<file path="config.mk">
export PLATFORM = sky130hd
export DESIGN_NAME = mem_port_arbiter
export DESIGN_NICKNAME = d
export VERILOG_FILES = /design/src/rtl/mem_port_arbiter.sv
export SDC_FILE = /design/constraint.sdc
export NUM_CORES = 1
export LEC_CHECK = 0
export CAP_MARGIN = 20
export CORE_AREA = 2 2 138 99
export DETAILED_ROUTE_END_ITERATION = 7
export DIE_AREA = 0 0 140 101
export PLACE_DENSITY = 0.92
export SYNTH_ARGS = -nofsm -noshare
export SYNTH_HDL_FRONTEND = slang
export SYNTH_SLANG_ARGS = --single-unit
</file>
<file path="constraint.sdc">
create_clock -name clock -period 7.02 [get_ports clock]
set_input_delay 1.404 -clock clock [delete_from_list [all_inputs] [get_ports clock]]
set_output_delay 1.404 -clock clock [all_outputs]
set_load 0.03 [all_outputs]
</file>
<file path="src/rtl/mem_port_arbiter.sv">
// Two-port arbiter sharing one memory port between instruction fetch (I) and load/store (D).
// Round-robin on contention, registered one-cycle acks, and a timeout abort for a silent memory side.
module mem_port_arbiter #(
    parameter int ADDR_WIDTH     = 32,
    parameter int DATA_WIDTH     = 32,
    parameter int TIMEOUT_CYCLES = 16
) (
    input  logic                  clock,
    input  logic                  reset,
    input  logic                  i_req,
    input  logic [ADDR_WIDTH-1:0] i_address,
    output logic                  i_ack,
    output logic [DATA_WIDTH-1:0] i_rdata,
    input  logic                  d_req,
    input  logic [ADDR_WIDTH-1:0] d_address,
    input  logic [DATA_WIDTH-1:0] d_wdata,
    input  logic                  d_write,
    output logic                  d_ack,
    output logic [DATA_WIDTH-1:0] d_rdata,
    output logic                  err,
    output logic                  mem_valid,
    output logic [ADDR_WIDTH-1:0] mem_address,
    output logic [DATA_WIDTH-1:0] mem_input_data,
    output logic                  mem_should_write,
    input  logic                  mem_ready,
    input  logic [DATA_WIDTH-1:0] mem_output_data
);

    typedef enum logic [1:0] {IDLE, BUSY, RESP} state_t;
    typedef enum logic {PORT_I, PORT_D} port_t;

    localparam int CNT_W = (TIMEOUT_CYCLES > 1) ? $clog2(TIMEOUT_CYCLES) : 1;
    localparam logic [CNT_W-1:0] CNT_MAX = CNT_W'(TIMEOUT_CYCLES - 1);

    state_t                  state_q;
    port_t                   owner_q;
    port_t                   last_grant_q;
    port_t                   grant;
    logic [CNT_W-1:0]        cnt_q;
    logic                    i_ack_q;
    logic                    d_ack_q;
    logic                    err_q;
    logic                    mem_valid_q;
    logic                    we_q;
    logic [ADDR_WIDTH-1:0]   addr_q;
    logic [DATA_WIDTH-1:0]   wdata_q;
    logic [DATA_WIDTH-1:0]   i_rdata_q;
    logic [DATA_WIDTH-1:0]   d_rdata_q;

    // D wins when it is the only requester or when I was served last.
    assign grant = (d_req && (!i_req || last_grant_q == PORT_I)) ? PORT_D : PORT_I;

    // NOTE: every register below uses <= so all next-state terms read the pre-edge values.
    always_ff @(posedge clock or posedge reset) begin
        if (reset) begin
            state_q      <= IDLE;
            owner_q      <= PORT_I;
            last_grant_q <= PORT_I;
            cnt_q        <= '0;
            i_ack_q      <= 1'b0;
            d_ack_q      <= 1'b0;
            err_q        <= 1'b0;
            mem_valid_q  <= 1'b0;
            we_q         <= 1'b0;
            addr_q       <= '0;
            wdata_q      <= '0;
            i_rdata_q    <= '0;
            d_rdata_q    <= '0;
        end else begin
            case (state_q)
                IDLE: begin
                    if (i_req || d_req) begin
                        owner_q      <= grant;
                        last_grant_q <= grant;
                        cnt_q        <= '0;
                        mem_valid_q  <= 1'b1;
                        state_q      <= BUSY;
                        if (grant == PORT_D) begin
                            addr_q  <= d_address;
                            wdata_q <= d_wdata;
                            we_q    <= d_write;
                        end else begin
                            addr_q  <= i_address;
                            wdata_q <= '0;
                            we_q    <= 1'b0;
                        end
                    end
                end
                BUSY: begin
                    if (mem_ready || cnt_q == CNT_MAX) begin
                        // Stores and timeouts both return zero data.
                        if (owner_q == PORT_D) begin
                            d_rdata_q <= (mem_ready && !we_q) ? mem_output_data : '0;
                            d_ack_q   <= 1'b1;
                        end else begin
                            i_rdata_q <= mem_ready ? mem_output_data : '0;
                            i_ack_q   <= 1'b1;
                        end
                        err_q       <= !mem_ready;
                        mem_valid_q <= 1'b0;
                        we_q        <= 1'b0;
                        state_q     <= RESP;
                    end else begin
                        cnt_q <= cnt_q + 1'b1;
                    end
                end
                RESP: begin
                    i_ack_q <= 1'b0;
                    d_ack_q <= 1'b0;
                    err_q   <= 1'b0;
                    state_q <= IDLE;
                end
                default: state_q <= IDLE;
            endcase
        end
    end

    assign i_ack            = i_ack_q;
    assign d_ack            = d_ack_q;
    assign err              = err_q;
    assign i_rdata          = i_rdata_q;
    assign d_rdata          = d_rdata_q;
    assign mem_valid        = mem_valid_q;
    assign mem_address      = addr_q;
    assign mem_input_data   = wdata_q;
    assign mem_should_write = we_q & mem_valid_q;

endmodule

</file>
# After elaboration in Yosys (flattened, before gate mapping)
# Index checks and enable logic that the tools add are counted.
# word_totals
ff_bits	140
latch_bits	0
ramBits	0
mem_bits_ro	0
inputBits	134
output_inout_bits	133
word_cells	68
mem_count	0
# classes
add_sub_neg	1
n_mul	0
div_mod_pow	0
n_lt_le_gt_ge	0
n_eq_ne	8
n_shift	0
n_mux	25
bitwise_logic	2
n_reduce_logical	20
# ops
operator	n
2-to-1 mux 32 bit	4
AND reduction 3 bit	6
2-to-1 mux 1 bit	10
!= test 2 bit (second input constant)	5
one-hot mux 1 bit (2 select lines)	5
2-to-1 mux 4 bit	2
one-hot mux 4 bit (2 select lines)	1
AND reduction 2 bit	3
adder 4 x 1 -> 4 bit (second input constant)	1
equality test 4 bit (second input constant)	1
2-to-1 mux 2 bit	2
one-hot mux 2 bit (2 select lines)	1
nonzero test 2 bit	2
zero test 1 bit	3
logical OR 1 bit	3
equality test 2 x 1 -> 1 bit (second input constant)	1
equality test 2 bit (second input constant)	1
logical AND 1 bit	2
zero test 2 bit	1
AND 1 bit	1
NOT 1 bit	1

# Longest topological paths before layout
# Gate-level depths: netlist of the first run.
# logic_depth
depth_word	7
ltp_mapped	6
ltp_nobuf	4

# Worst setup path after synthesis of the first run
# Ideal clock, no wire load.
# synth_timing
path_kind	input to register
startpoint	in d_req
endpoint	reg wdata_q[0], in the netlist mem_input_data[0]
setup_time_ns	0.121
arrival_time_ns	2.239
required_ns	6.899
path_slack_ns	4.660
cell_stages	6
n_path_buf	3
cell_sequence	a21boi_0 > buf_2 > nor2b_1 > buf_2 > buf_2 > a22o_1
# synth_via
elab_chain_cells	3
elab_cells_between_ends	5
classes_between	mux (2); reduce/logical (3)
# synth_lines
element	line	source
start, declared	14	input logic d_req,
logical AND 1 bit	51	assign grant = (d_req && (!i_req || last_grant_q == PORT_I)) ? PORT_D : PORT_I;
2-to-1 mux 1 bit	51	
2-to-1 mux 32 bit	78	if (grant == PORT_D) begin
end signal, assigned	80	wdata_q <= d_wdata;
end, declared	46	logic [DATA_WIDTH-1:0] wdata_q;
# Several ways; a longest one is shown, not always the timed one.
# A chain may end at the register's enable or synchronous reset.

# Final worst setup path of the first run
# layout_timing
startpoint	in d_req
endpoint	reg wdata_q[4], in the netlist mem_input_data[4]
# The elaborated chain is that of the path after synthesis.

==> results of run 1 <==
-- Yosys cell counts --
master     number
and2_1          1
buf_6           4
nand2_1         9
ha_1            1
buf_1           1
mux2i_1        36
nor2_1          1
nor3b_1         1
dfrtp_1       140
a32o_1         66
nor2b_1         2
o21ai_0        63
nor3b_2         1
o22ai_1         1
xnor2_1         1
inv_1           4
a31o_2          1
nand3_1         3
o21ai_1         2
or2_0           1
buf_2          12
and3b_1         1
clkbuf_1       25
nand2b_1        2
a21o_1          1
a22o_1         32
or2_4           1
o2bb2ai_1       2
a21boi_0        1
-- placed cells by master (no fill, tap or decap), types with 2 or more instances in the layout --
cell | netlist | final
a22o_1 | 32 | 32
a32o_1 | 66 | 66
buf_16 | 0 | 2
buf_4 | 0 | 6
bufinv_16 | 0 | 2
clkbuf_16 | 0 | 17
clkdlybuf4s50_1 | 0 | 265
clkinvlp_4 | 0 | 2
dfrtp_1 | 140 | 140
inv_1 | 4 | 3
inv_6 | 0 | 6
inv_8 | 0 | 4
mux2i_1 | 36 | 36
nand2_1 | 9 | 9
nand2b_1 | 2 | 2
nand3_1 | 3 | 3
o21ai_0 | 63 | 63
o21ai_1 | 2 | 2
o2bb2ai_1 | 2 | 2
-- worst register-to-register path, stage by stage, from the launching register on --
cell	delay, ns
dfrtp_1	0.49
a21boi_4	0.18
buf_4	0.47
nor2b_2	0.70
buf_6	0.27
a22o_1	0.16
-- layout make-up --
class                      instances  area share [%]
clock buffer                      17           4.746
inverter                           4          0.2233
sequential                       140           39.08
clock inverter                    15           1.982
tap                              166           2.317
multi-input combinational        230           20.59
timing repair buffer             276           31.06
-- registers in the layout, indices dropped and copies added (netlist names) --
register        count
last_grant_q        1
i_ack               1
d_ack               1
state_q             2
mem_input_data     32
mem_valid           1
we_q                1
mem_address        32
err                 1
d_rdata            32
i_rdata            32
cnt_q               4
-- per-layer routing --
layer,global-route usage [%],vias up
li1,-,2116
met1,29.54,2404
met2,39.37,226
met3,6.176,27
met4,7.692,0
met5,0,-
-- report_power, final --
| group | switching (mW) | internal, mW | leakage, nW |
|---|---|---|---|
| Clock | 0.377 | 0.539 | 0.293 |
| Sequential | 0.222 | 1.18 | 1.77 |
| Combinational | 1.31 | 1.01 | 1.73 |
| Total | 1.91 | 2.73 | 3.78 |
-- through the flow --
step                      area (um2)  power (mW)  cells
final                           8964       4.641    848
after CTS                       8937       4.666    846
after floorplan                 5544       2.714    416
after detailed placement        8334       3.735    814
after global placement          8279       3.630    812
after global routing            8964       4.848    848
-- cells by family (layout without fill, tap and decap cells) --
logic type      Yosys count  count (layout)  share of synthesized area [%]
buf+inv                  46             312                          3.927
simple gates             23              23                          2.302
mux                      36              36                          6.500
flops                   140             140                          63.19
xor+xnor                  1               1                         0.1580
compound gates          169             169                          23.70
fa+ha+maj                 1               1                         0.2256
-- worst min-delay path by stage --
| stage | end | slack [ns] | cells past startpoint |
|---|---|---|---|
| floorplan | cnt_q[0] | 0.48 | 1 |
| CTS | i_ack | 0.49 | 2 |
| detailed placement | i_ack | 0.48 | 2 |
| global route | i_ack | 0.50 | 2 |
| finish | i_ack | 0.49 | 2 |
| global placement | i_ack | 0.46 | 2 |
==> metrics, run 1 <==
fin util=69.38%; post-placement worst setup slack=3.002 ns; Max VDD drop=0.3129 mV; largest net degree at the start of global routing=72; Pins Over Slew Limit=0; Synthesis Warnings=0; die width=140 um; drc violations=18; Detail Route Antenna Nets=0; register area share after synthesis=63.19%; met2 wire len=8357 um; met3 WL=1186 um; RSZ-0062 raised after global routing=no; Synth area leader=dfrtp_1; Die Height=101 um; FILL cells=941; first-pass GRT wire length=25920 um; failing checks=DRC; Antenna diodes=0; Seq cells post-synth=140; Clock transition at path regs=0.07 ns; Hold Crit Start=i_ack; Synth cell types=29; row cnt=35; TritonCTS buffer count=17; Post-CTS Setup Bufs=0; die area=14140 um2; Crit. path cell count=6; Slew headroom=42.80%; status=finished, violations left; setup TNS=0 ns; Slew @ Worst Pin=0.8580 ns; CP Launch Point=d_req; worst-path maximum fanout=33; max-capacitance violation count=0; Setup CP Type=in -> reg; M1 wire length=6633 um; TritonCTS clock tree=yes; Crit Reg-Reg Startpoint=last_grant_q; Worst Skew=0.01493 ns; # port buffers=266; R2R Path End=mem_input_data[4]; routability cong.=0.8249; DR vias/cell=5.629; Pleak=3.785 nW; total grt overflow=0; slowest cell on the critical path=nor2b_2; Crit path largest cell delay=0.69 ns; hpwl dp=11510 um; FF/Latch Area=3503 um2; IO Count=267; CTS Buffer Depth=2; final period demand of the worst path=3.336 ns; Final setup viols=0; TritonRoute pass-1 iters=8; cells after synthesis=416; Worst Path Buf+Inv=3; H-tree depth=4; clk_lat worst skew=0.41 ns; worst reg2reg path depth=5; multi-input logic area=1846 um2; post-synthesis cell area=5544 um2; crit path DAT=3.68 ns; Layout area overhead=61.68%; crit share post-route=47.52%; Max Clk Rate=299.8 MHz; Synth area leaders=dfrtp_1, a32o_1, mux2i_1, o21ai_0, a22o_1; final setup margin=3.684 ns; GRT Util Overall=23.28%; Worst R2R Setup Slack=4.68 ns; crit-path cells=clkdlybuf4s50_1 > a21boi_4 > buf_4 > nor2b_2 > buf_6 > a22o_1; hold slack=0.4935 ns; delay-heaviest family, CP=buffers and inverters; crit start category=primary input; power per cell area=517.7 nW/um2; vias in the first global route=4897; syn nets=551; initial DRC count=310; layout cells sized above 1=7.331%; highest routed layer=met4; initial antenna violation count=0; DR WL/cell=19.42 um; Core Region=12920 um2; # clock sinks=140; Req. time, crit path=7.36 ns; Fin. Hold Viols=0; Critical Path Sink=mem_input_data[4]; CP Capture Type=flop; cts repair resizes=0; Initial Util=42.92%; via count=4773; class of the worst hold path=reg -> reg; Final #Nets=804; share of the synthesized area in the top cell type=63.19%; Post-Syn Area per Cell=13.33 um2; WL final=16470 um; clock root cell=clkbuf_16; hold buffer count at cts=0
(Power assumes the default switching activity.)
==> inputs of run 2 (changes only) <==
CORE_AREA = 2 2 150 108   (was 2 2 138 99)
DIE_AREA = 0 0 152 110   (was 0 0 140 101)
PLACE_DENSITY = 0.83   (was 0.92)
clock period = 3.05 ns   (was 7.02 ns; I/O delays follow)
==> run 2 against run 1 <==
Net effect: the run now ends clean; power up 130%; count of clock-buffer cells in the layout up 3; hold slack worse by 0.047 ns; worst setup slack worse by 2.9 ns; combinational power up 130%; critical path depth down 4; clock skew up 0.00078 ns; sequential power up 130%; register-to-register slack worse by 3.5 ns; via count down 0.61%; non-clock buffer count unchanged.
==> metrics, run 2 (synthesis gave the netlist of run 1 again) <==
initial DRC count=341; TritonCTS clock tree=yes; worst reg2reg path depth=5; TritonRoute pass-1 iters=4; crit-path cells=and2_1 > clkdlybuf4s50_1; internal power=6.433 mW; CTS Buffer Depth=2; # clock sinks=140; drc violations=0; met3 Use GR=6.411%; delay-heaviest family, CP=buffers and inverters; Slew headroom=47.68%; setup TNS=0 ns; Max Clk Rate=447.3 MHz; Flop pwr share=30.2%; cts repair resizes=0; first-pass GRT wire length=25960 um; Detail Route Antenna Nets=0; GRT met2 Usage=31.85%; routability cong.=0.7955; Worst R2R Setup Slack=1.19 ns; H-tree depth=4; commonest non-fill, non-tap cell in the layout=clkdlybuf4s50_1; Max VDD drop=0.5801 mV; Switch Pwr=4.315 mW; Layout area overhead=62.63%; total grt overflow=0; crit path DAT=1.63 ns; Clock transition at path regs=0.06 ns; Switching Share=40.15%; CP Capture Type=output pin; fin util=59.08%; Initial Util=36.33%; slowest cell on the critical path=clkdlybuf4s50_1; Final #Nets=804; initial antenna violation count=0; Antenna diodes=0; clk_lat worst skew=0.41 ns; Slew @ Worst Pin=0.7848 ns; R2R Path End=i_rdata[24]; RSZ-0062 raised after global routing=no; power per cell area=1192 nW/um2; clock share of power=20.5%; layout cells sized above 1=7.185%; FILL cells=1191; Fin. Hold Viols=0; row cnt=38; hold buffer count at cts=0; grt met1 use=25.06%; CP Launch Point=we_q; die area=16720 um2; Worst Skew=0.01570 ns; vias in the first global route=4788; status=finished, final reports clean; Crit Reg-Reg Startpoint=last_grant_q; Die Height=110 um; final period demand of the worst path=2.235 ns; largest net degree at the start of global routing=141; worst-path maximum fanout=3; GRT Util Overall=19.64%; Req. time, crit path=2.44 ns; max-capacitance violation count=0; Worst Path Buf+Inv=1; TritonCTS buffer count=17; Critical Path Sink=mem_should_write; DR vias/cell=5.379; IO Count=267; crit start category=flop; Post-CTS Setup Bufs=0; commonest cells after routing, fill and taps aside=clkdlybuf4s50_1, dfrtp_1, a32o_1; final setup margin=0.8145 ns; via count=4744; Pins Over Slew Limit=0; die width=152 um; WL final=16500 um; clock root cell=clkbuf_16; Final setup viols=0; Setup CP Type=reg -> out; Crit. path cell count=2; crit share post-route=73.29%; Core Region=15260 um2; GR peak layer=met2; Crit path largest cell delay=0.69 ns; Pleak=3.785 nW; class of the worst hold path=in -> reg; hpwl dp=11560 um; DR WL/cell=18.70 um; # port buffers=266; post-placement worst setup slack=0.7328 ns; Comb power frac=49.3%
run 2: changes by cell type in the layout (fill, tap and decap cells not counted):
cell,previous run,this run
buf_4,6,8
clkbuf_1,0,1
inv_8,4,0
buf_6,1,0
clkbuf_8,0,2
buf_12,0,2
clkinv_4,1,2
buf_8,1,0
buf_16,2,0
clkinvlp_4,2,3
inv_6,6,3
bufinv_16,2,4
run 2: worst min-delay path by stage:
stage | start | endpoint | slack (ns) | depth (start not counted)
floorplan | cnt_q[0] | cnt_q[0] | 0.48 | 1
global placement | d_ack | d_ack | 0.47 | 2
detailed placement | d_ack | d_ack | 0.47 | 2
CTS | mem_ready | err | 0.43 | 2
global route | mem_ready | err | 0.44 | 2
finish | mem_ready | err | 0.45 | 2
run 2: worst reg2reg max path, cell delays in order, from the launching register on:
cell and delay, ns:
dfrtp_1 0.49, nor3b_4 0.20, buf_4 0.39, nand2_1 0.10, buf_4 0.27, a32o_1 0.29
run 2: stage by stage:
step / hold WS [ns] / power, mW / cells / instance area (um2)
finish: 0.4469 / 10.75 / 882 / 9016
global placement: 0.4665 / 8.430 / 850 / 8376
detailed placement: 0.4720 / 8.601 / 850 / 8376
global route: 0.4419 / 11.27 / 882 / 9016
CTS: 0.4257 / 10.86 / 882 / 9016
floorplan: 0.4786 / 6.246 / 416 / 5548
run 2: power groups by stage:
stage / combinational (mW) / clock (mW) / sequential [mW]
3_5_place_dp: 5.32 / 0 / 3.28
4_1_cts: 5.34 / 2.27 / 3.26
6_report: 5.30 / 2.20 / 3.25
5_1_grt: 5.57 / 2.34 / 3.36
3_3_place_gp: 5.21 / 0 / 3.22
2_1_floorplan: 1.42 / 0 / 4.83
run 2: layer usage:
metal	share of wire, %	routed length (um)	up-vias
met5	0	0	-
met2	49	8133	220
li1	-	-	2121
met1	43	7040	2385
met3	6.6	1086	18
met4	1.4	236	0
run 2: cell type report:
type	count	area, um2	share of cell area [%]
clock buffer	20	456.7	5.065
timing repair buffer	276	2758	30.59
multi-input combinational	230	1846	20.47
inverter	4	18.77	0.2082
sequential	140	3503	38.86
tap	200	250.2	2.775
clock inverter	12	183.9	2.040
==> inputs of run 3 (changes only) <==
CORE_AREA = 2 2 142 103   (was 2 2 150 108)
DIE_AREA = 0 0 144 105   (was 0 0 152 110)
PLACE_DENSITY = 0.87   (was 0.83)
clock period = 2.1 ns   (was 3.05 ns; I/O delays follow)
==> run 3 against run 2 <==
Net effect: non-clock buffer count increased by 4; die area shrank 9.6%; hold slack got worse by 0.12 ns; register-to-register slack got worse by 0.79 ns; count of clock-buffer cells in the layout down 3; worst setup slack got worse by 0.74 ns; routed wire length rose by 1.4%; via count up 0.97%; first-iteration DRC count down 34%; cell count is 0.68% lower; critical endpoint unchanged; largest cell class unchanged; highest routed layer unchanged.
==> metrics, run 3 (synthesis gave the netlist of run 1 again) <==
crit-path cells=and2_1 > clkdlybuf4s50_1; delay-heaviest family, CP=buffers and inverters; vias in the first global route=5036; class of the worst hold path=in -> async; Core Region=13650 um2; drc violations=0; hold buffer count at cts=0; clock root cell=clkbuf_16; Comb power frac=51.0%; internal power=8.830 mW; hpwl dp=11940 um; post-placement worst setup slack=0.05274 ns; Req. time, crit path=1.68 ns; Pins Over Slew Limit=0; TritonRoute pass-1 iters=7; TritonCTS clock tree=yes; IO Count=267; DR WL/cell=19.09 um; cts repair resizes=0; routability cong.=0.7686; FILL cells=1014; TritonCTS buffer count=17; CP Launch Point=we_q; Layout area overhead=61.66%; GRT Util Overall=21.94%; initial DRC count=226; RSZ-0062 raised after global routing=no; DR vias/cell=5.468; Detail Route Antenna Nets=0; Crit Reg-Reg Startpoint=state_q[1]; crit share post-route=96.36%; status=finished, final reports clean; largest net degree at the start of global routing=68; Switching Share=41.87%; CTS Buffer Depth=2; initial antenna violation count=0; crit path DAT=1.60 ns; Final setup viols=0; layout cells sized above 1=7.872%; Final #Nets=808; slowest cell on the critical path=clkdlybuf4s50_1; Flop pwr share=31.2%; setup TNS=0 ns; die area=15120 um2; Max Clk Rate=494.2 MHz; final period demand of the worst path=2.024 ns; worst-path maximum fanout=3; commonest cells after routing, fill and taps aside=clkdlybuf4s50_1, dfrtp_1, a32o_1; max-capacitance violation count=0; die width=144 um; Slew @ Worst Pin=0.6962 ns; clk_lat worst skew=0.41 ns; Switch Pwr=6.360 mW; Clock transition at path regs=0.06 ns; crit start category=flop; H-tree depth=4; WL final=16720 um; CP Capture Type=output pin; Max VDD drop=0.8558 mV; Setup CP Type=reg -> out; final setup margin=0.07637 ns; Die Height=105 um; Antenna diodes=0; Fin. Hold Viols=0; Worst Path Buf+Inv=1; Crit path largest cell delay=0.69 ns; first-pass GRT wire length=26030 um; total grt overflow=0; Worst Skew=0.01169 ns; clock share of power=17.8%; hold slack=0.3291 ns; # port buffers=266; Pleak=3.771 nW; power per cell area=1695 nW/um2; commonest non-fill, non-tap cell in the layout=clkdlybuf4s50_1; via count=4790; Initial Util=40.62%; row cnt=36; Slew headroom=53.59%; # clock sinks=140; Post-CTS Setup Bufs=0
run 3: routing by layer:
layer | GRT usage, % | wire length [um]
met5 | 0 | 0
met4 | 8.824 | 418
met3 | 6.187 | 1224
met2 | 37.55 | 8471
met1 | 25.95 | 6609
run 3: final timing paths:
path,endpoint,slack [ns],cells past startpoint
worst min register to register,i_rdata[9],0.49,1
max in group asynchronous,i_rdata[3],1.17,3
worst max register to register,mem_input_data[0],0.40,3
worst min-delay path,mem_address[26],0.33,2
min in group clock,state_q[0],0.43,3
worst max-delay path,mem_should_write,0.08,2
run 3: layout make-up:
| cell class | count | area [um2] | share of cell area [%] |
|---|---|---|---|
| clock buffer | 17 | 425.4 | 4.747 |
| clock inverter | 15 | 118.9 | 1.326 |
| inverter | 4 | 18.77 | 0.2094 |
| sequential | 140 | 3503 | 39.09 |
| tap | 190 | 237.7 | 2.653 |
| timing repair buffer | 280 | 2813 | 31.38 |
| multi-input combinational | 230 | 1846 | 20.59 |
run 3: power groups by stage:
| stage | logic, mW | registers [mW] | clock network, mW |
|---|---|---|---|
| 2_1_floorplan | 2.06 | 7.01 | 0 |
| 3_3_place_gp | 7.55 | 4.70 | 0 |
| 3_5_place_dp | 7.75 | 4.77 | 0 |
| 4_1_cts | 7.78 | 4.75 | 2.76 |
| 5_1_grt | 8.12 | 4.90 | 2.89 |
| 6_report | 7.74 | 4.74 | 2.71 |
run 3: per-stage QoR:
step | area (um2) | power (mW) | utilization [%] | cells
after floorplan | 5548 | 9.072 | - | 416
after global placement | 8418 | 12.24 | 61.68 | 844
after detailed placement | 8418 | 12.52 | 61.68 | 844
after CTS | 8962 | 15.29 | 65.67 | 876
after global routing | 8962 | 15.91 | 65.67 | 876
final | 8962 | 15.19 | 65.67 | 876
